[src/rtl/rs_issue_select.sv]
// Reservation-station issue selector: round-robin scan of eligible RS lines into
// up to IW free issue slots, with registered issue packets and a saturating grant count.
`ifndef RSLEN
`define RSLEN 8
`endif
`ifndef NOP
`define NOP 32'h0000_0013
`endif
`ifndef ZERO_REG
`define ZERO_REG 5'd0
`endif

package rs_issue_pkg;
  typedef struct packed {
    logic        busy;
    logic [7:0]  rsid;
    logic [4:0]  dest_reg_idx;
    logic [31:0] inst;
    logic [31:0] pc;
  } RS_LINE;

  localparam RS_LINE NOP_PKT = '{busy: 1'b0, rsid: 8'h00, dest_reg_idx: `ZERO_REG,
                                 inst: `NOP, pc: 32'h0000_0000};
endpackage

module rs_issue_select
  import rs_issue_pkg::*;
#(
  parameter int unsigned RSLEN = `RSLEN,
  parameter int unsigned IW    = 3
) (
  input  logic                   clock,
  input  logic                   reset,
  input  logic                   squash,
  input  RS_LINE [RSLEN-1:0]     rs_lines,
  input  logic   [RSLEN-1:0]     not_ready,
  input  logic   [IW-1:0]        ex_ready,
  output logic   [RSLEN-1:0]     clear_vec,
  output RS_LINE [IW-1:0]        is_line,
  output logic   [IW-1:0]        is_valid,
  output logic   [15:0]          issue_cnt
);

  localparam int unsigned PW = (RSLEN > 1) ? $clog2(RSLEN) : 1;
  localparam int unsigned CW = $clog2(IW + 1);
  localparam logic [PW:0]   RSLEN_W = (PW + 1)'(RSLEN);
  localparam logic [PW-1:0] LAST_IDX = PW'(RSLEN - 1);

  logic   [PW-1:0]          rr_ptr_q, rr_ptr_d;
  RS_LINE [IW-1:0]          is_line_q, is_line_d;
  logic   [IW-1:0]          is_valid_q, is_valid_d;
  logic   [15:0]            issue_cnt_q, issue_cnt_d;

  logic   [RSLEN-1:0]       elig;
  logic   [IW-1:0]          slot_free;
  logic   [IW-1:0]          slot_gnt;
  logic   [IW-1:0][PW-1:0]  gnt_idx;
  logic   [CW-1:0]          n_gnt;
  logic   [RSLEN-1:0]       clear_d;
  logic   [IW-1:0]          avail;
  logic                     placed;
  logic   [PW:0]            scan_sum;
  logic   [PW-1:0]          idx;
  logic   [16:0]            cnt_sum;

  // Gating with reset keeps clear_vec low while the block is held in reset.
  always_comb begin
    elig = '0;
    for (int unsigned i = 0; i < RSLEN; i++) begin
      elig[i] = rs_lines[i].busy && !not_ready[i] && !squash && reset;
    end
  end

  assign slot_free = ~is_valid_q | ex_ready;

  always_comb begin
    clear_d  = '0;
    slot_gnt = '0;
    gnt_idx  = '0;
    n_gnt    = '0;
    rr_ptr_d = rr_ptr_q;
    avail    = slot_free;
    scan_sum = '0;
    idx      = '0;
    placed   = 1'b0;
    for (int unsigned k = 0; k < RSLEN; k++) begin
      scan_sum = {1'b0, rr_ptr_q} + (PW + 1)'(k);
      if (scan_sum >= RSLEN_W) scan_sum = scan_sum - RSLEN_W;
      idx    = scan_sum[PW-1:0];
      placed = 1'b0;
      if (elig[idx]) begin
        for (int unsigned s = 0; s < IW; s++) begin
          if (!placed && avail[s]) begin
            avail[s]     = 1'b0;
            slot_gnt[s]  = 1'b1;
            gnt_idx[s]   = idx;
            clear_d[idx] = 1'b1;
            rr_ptr_d     = (idx == LAST_IDX) ? '0 : idx + PW'(1);
            n_gnt        = n_gnt + CW'(1);
            placed       = 1'b1;
          end
        end
      end
    end
    if (squash) rr_ptr_d = '0;
  end

  always_comb begin
    is_line_d  = is_line_q;
    is_valid_d = is_valid_q;
    for (int unsigned s = 0; s < IW; s++) begin
      if (slot_free[s]) begin
        is_valid_d[s] = slot_gnt[s];
        if (slot_gnt[s]) is_line_d[s] = rs_lines[gnt_idx[s]];
      end
    end
    if (squash) is_valid_d = '0;
    cnt_sum     = {1'b0, issue_cnt_q} + 17'(n_gnt);
    issue_cnt_d = cnt_sum[16] ? 16'hFFFF : cnt_sum[15:0];
  end

  always_ff @(posedge clock or negedge reset) begin
    if (!reset) begin
      rr_ptr_q    <= '0;
      is_valid_q  <= '0;
      issue_cnt_q <= '0;
      for (int unsigned s = 0; s < IW; s++) is_line_q[s] <= NOP_PKT;
    end else begin
      rr_ptr_q    <= rr_ptr_d;
      is_valid_q  <= is_valid_d;
      issue_cnt_q <= issue_cnt_d;
      is_line_q   <= is_line_d;
    end
  end

  assign clear_vec = clear_d;
  assign is_line   = is_line_q;
  assign is_valid  = is_valid_q;
  assign issue_cnt = issue_cnt_q;

endmodule

[config.mk]
export PLATFORM = sky130hd
export DESIGN_NAME = rs_issue_select
export DESIGN_NICKNAME = d
export VERILOG_FILES = /design/src/rtl/rs_issue_select.sv
export SDC_FILE = /design/constraint.sdc
export NUM_CORES = 2
export LEC_CHECK = 0
export ABC_AREA = 1
export CAP_MARGIN = 20
export CORE_AREA = 2 2 347 349
export DETAILED_ROUTE_END_ITERATION = 7
export DIE_AREA = 0 0 349 351
export PLACE_DENSITY_LB_ADDON = 0.2
export SLEW_MARGIN = 5
export SYNTH_ARGS = -nofsm -noshare
export SYNTH_HDL_FRONTEND = slang
export SYNTH_SLANG_ARGS = --single-unit
[constraint.sdc]
create_clock -name clock -period 5.9 [get_ports clock]
set_input_delay 1.475 -clock clock [delete_from_list [all_inputs] [get_ports clock]]
set_output_delay 1.475 -clock clock [all_outputs]
set_load 0.01 [all_outputs]
==> flow_summary.toml <==
[placed_design]
placed_area_sq_mm = 0.0410
numPortBuffers = 898
gp_congestion = 0.946
dp.cells = 7216
dp_hpwl_um = 135000

[layout]
syn2layout_area_growth_pct = 51.7
final_area_sq_mm = 0.0432
fin_cells = 7339
final_nets = 6394
layout-drive-gt1-share = 0.111

[synth]
synthTopCellsByArea = "dfrtp_1 (22%), nand2_1 (18%), nand3_1 (9.9%)"
synthArstFlopShare = 1.00
synth.top_cells.by_count = "nand2_1 (1,399), nand3_1 (563), o21ai_0 (502)"
syn-cell-area_sq_mm = 0.0285
ys_ff_latch = 256
synthCells = 4867
ys_warn_count = 0
synthDistinctLibCells = 57
ys.flop_type = "dfrtp_1"
yosys.area.top_type_share = 0.217
syn-num-nets = 5526
synth_edf_count = 0
syn_area_per_cell_sq_um = 5.86
yosysSeqAreaShare = 0.225
synth.most_common_cell = "nand2_1"
yosys.area.top_type = "dfrtp_1"

[drt]
wl_um = 181000
drt_pre_antenna_iters = 7
ant_nets = 0
dr.first_iter.drc_count = 3650
drc = 0
num_vias = 39000
wl_per_cell_um = 24.6
via_per_inst = 5.32

[run]
drv_cap = 0

[sta]
setup_viol = 0
worst-slew-pin-transition_ns = 0.911
maxSlewHeadroom = 0.387
skew_ns = 0.0155
finalCriticalPeriod_ns = 5.81
fmax_ghz = 0.172
fin_crit_sh = 0.985
slew_violations = 0
finalHoldViolations = 0

[worst_setup_path]
slowest_stage = "clkdlybuf4s50_1"
crit_buf_inv = 9
arrival_ns = 4.33
critPathCaptureType = "primary output"
cp.required_ns = 4.43
critPathMaxFanout = 5
slowest_delay_ns = 0.40
cpMostUsedCell = "nand2_4"
crit_type = "input port to primary output"
path_cells = "clkdlybuf4s50_1 > inv_1 > nor2_2 > nand3_2 > nand3_2 > nand2_2 > nand2_4 > nand2_4 > nand2_4 > nor2_8 > nand2_4 > nor2_8 > buf_6 > nand2_8 > buf_12 > nor2_4 > inv_2 > buf_4 > nand3_4 > nand2_4 > buf_6 > buf_4 > o2111ai_2 > buf_2"
cp-start-kind = "input port"
crit_family = "buffers and inverters"

[global_route]
track_usage = 0.280
grt_pass1_wl_um = 256000
antenna_found_initial = 54
grt_pass1_vias = 36300
grt_overflow = 0
grt_max_degree = 123

[cts]
clkSlewWorstSetupHoldPaths_ns = 0.06
clk_latency_ns = 0.60
clockBufferDepth = 3
cts.sinks = 256
numCtsBuffers = 39
cts_root_buffer = "clkbuf_16"
ctsHoldBuffers = 0
cts_tree = "yes"
htree_levels = 2

[die]
rows = 127
dieArea_sq_mm = 0.122
start_util = 0.240
coreArea_sq_mm = 0.119
fp.dieH_um = 351
die_x_um = 349
pin_count = 899

[min_path]
min_path_type = "flip-flop to flip-flop"

[run_status]
status = "finished, final reports clean"
layout make-up:
cell class	instances	area, sq um
diodes	29	72.6
clock buffers	56	1150
clock inverters	12	191
fillers	12800	75800
inverters	427	1660
multi-input cells	3765	19200
flip-flops and latches	256	6420
well taps	1548	1940
repair buffers	1246	12600
sequential cells by signal, summed over array words and instances (netlist names):
name	flops
issue_cnt	16
is_valid	3
rr_ptr_q	3
is_line	234
path summary, 6_finish.rpt:
check | endpoint | cells after the start | slack, ns | start
min in group asynchronous | is_line[30] | 3 | 1.30 | reset
max in group asynchronous | is_line[226] | 5 | 2.62 | reset
max | clear_vec[1] | 24 | 0.09 | rs_lines[77]
min | is_line[155] | 1 | 0.48 | is_line[155]
max reg2reg | issue_cnt[13] | 39 | 0.58 | rr_ptr_q[1]
min reg2reg | is_line[155] | 1 | 0.48 | is_line[155]
cell families after synthesis:
logic type,Yosys count,share of synthesized area
flops,256,0.225
compound gates,1555,0.314
fa+ha+maj,21,0.00948
xor+xnor,5,0.00154
simple gates,2184,0.323
buf+inv,846,0.127
timing repair:
action | CTS | global route
setup buffers | 7 | 20
gates resized for setup | 99 | 132
endpoints found under the setup margin | 23 | 24
pin swaps | 26 | 67
metal layers:
metal	routed length, um	global-route usage	up-vias
li1	-	-	18400
met1	72500	0.343	18400
met2	85500	0.470	1842
met3	14900	0.0658	374
met4	7560	0.116	46
met5	277	0	-
cell usage in the layout, fill, tap and decap left out, types with 5 or more instances in the layout:
cell	count
o211ai_2	10
nor2_1	124
clkinv_2	5
buf_12	77
inv_4	12
clkbuf_16	39
nand2_4	23
inv_1	375
ha_1	19
o21ai_1	239
nor2_2	15
nor2_4	20
nand2_2	21
nand3_1	543
a21oi_1	330
nand2_1	1372
o21ai_0	498
dlymetal6s2s_1	15
dfrtp_1	247
inv_2	33
bufinv_16	5
nand4_1	16
buf_4	262
or2_2	6
a31oi_1	101
o31ai_1	6
o21ai_4	6
clkbuf_1	6
dfstp_2	9
diode_2	29
buf_6	9
nand3_2	22
clkbuf_8	11
o221ai_1	9
buf_2	8
o211ai_1	317
clkdlybuf4s50_1	873
worst register-to-register path, delay by kind of cell (launching register included):
kind	cells	cell delay, ns
fa+ha+maj	2	0.67
compound gates	2	0.33
flops	1	0.49
simple gates	26	2.59
buf+inv	8	1.02
xor+xnor	1	0.14
through the flow:
stage	util	setup WS, ns	hold WS, ns	setup TNS, ns
after floorplan	-	0.233	0.474	0
after global placement	0.344	-0.942	0.455	-16.56
after detailed placement	0.344	-0.895	0.461	-17.07
after CTS	0.357	0.00419	0.474	0
after global routing	0.363	-0.0754	0.484	-0.234
final	0.363	0.0911	0.476	0
Power is left out: the tool's default activity adds up to more than one toggle a clock period on the data nets, which glitch-free logic cannot reach.
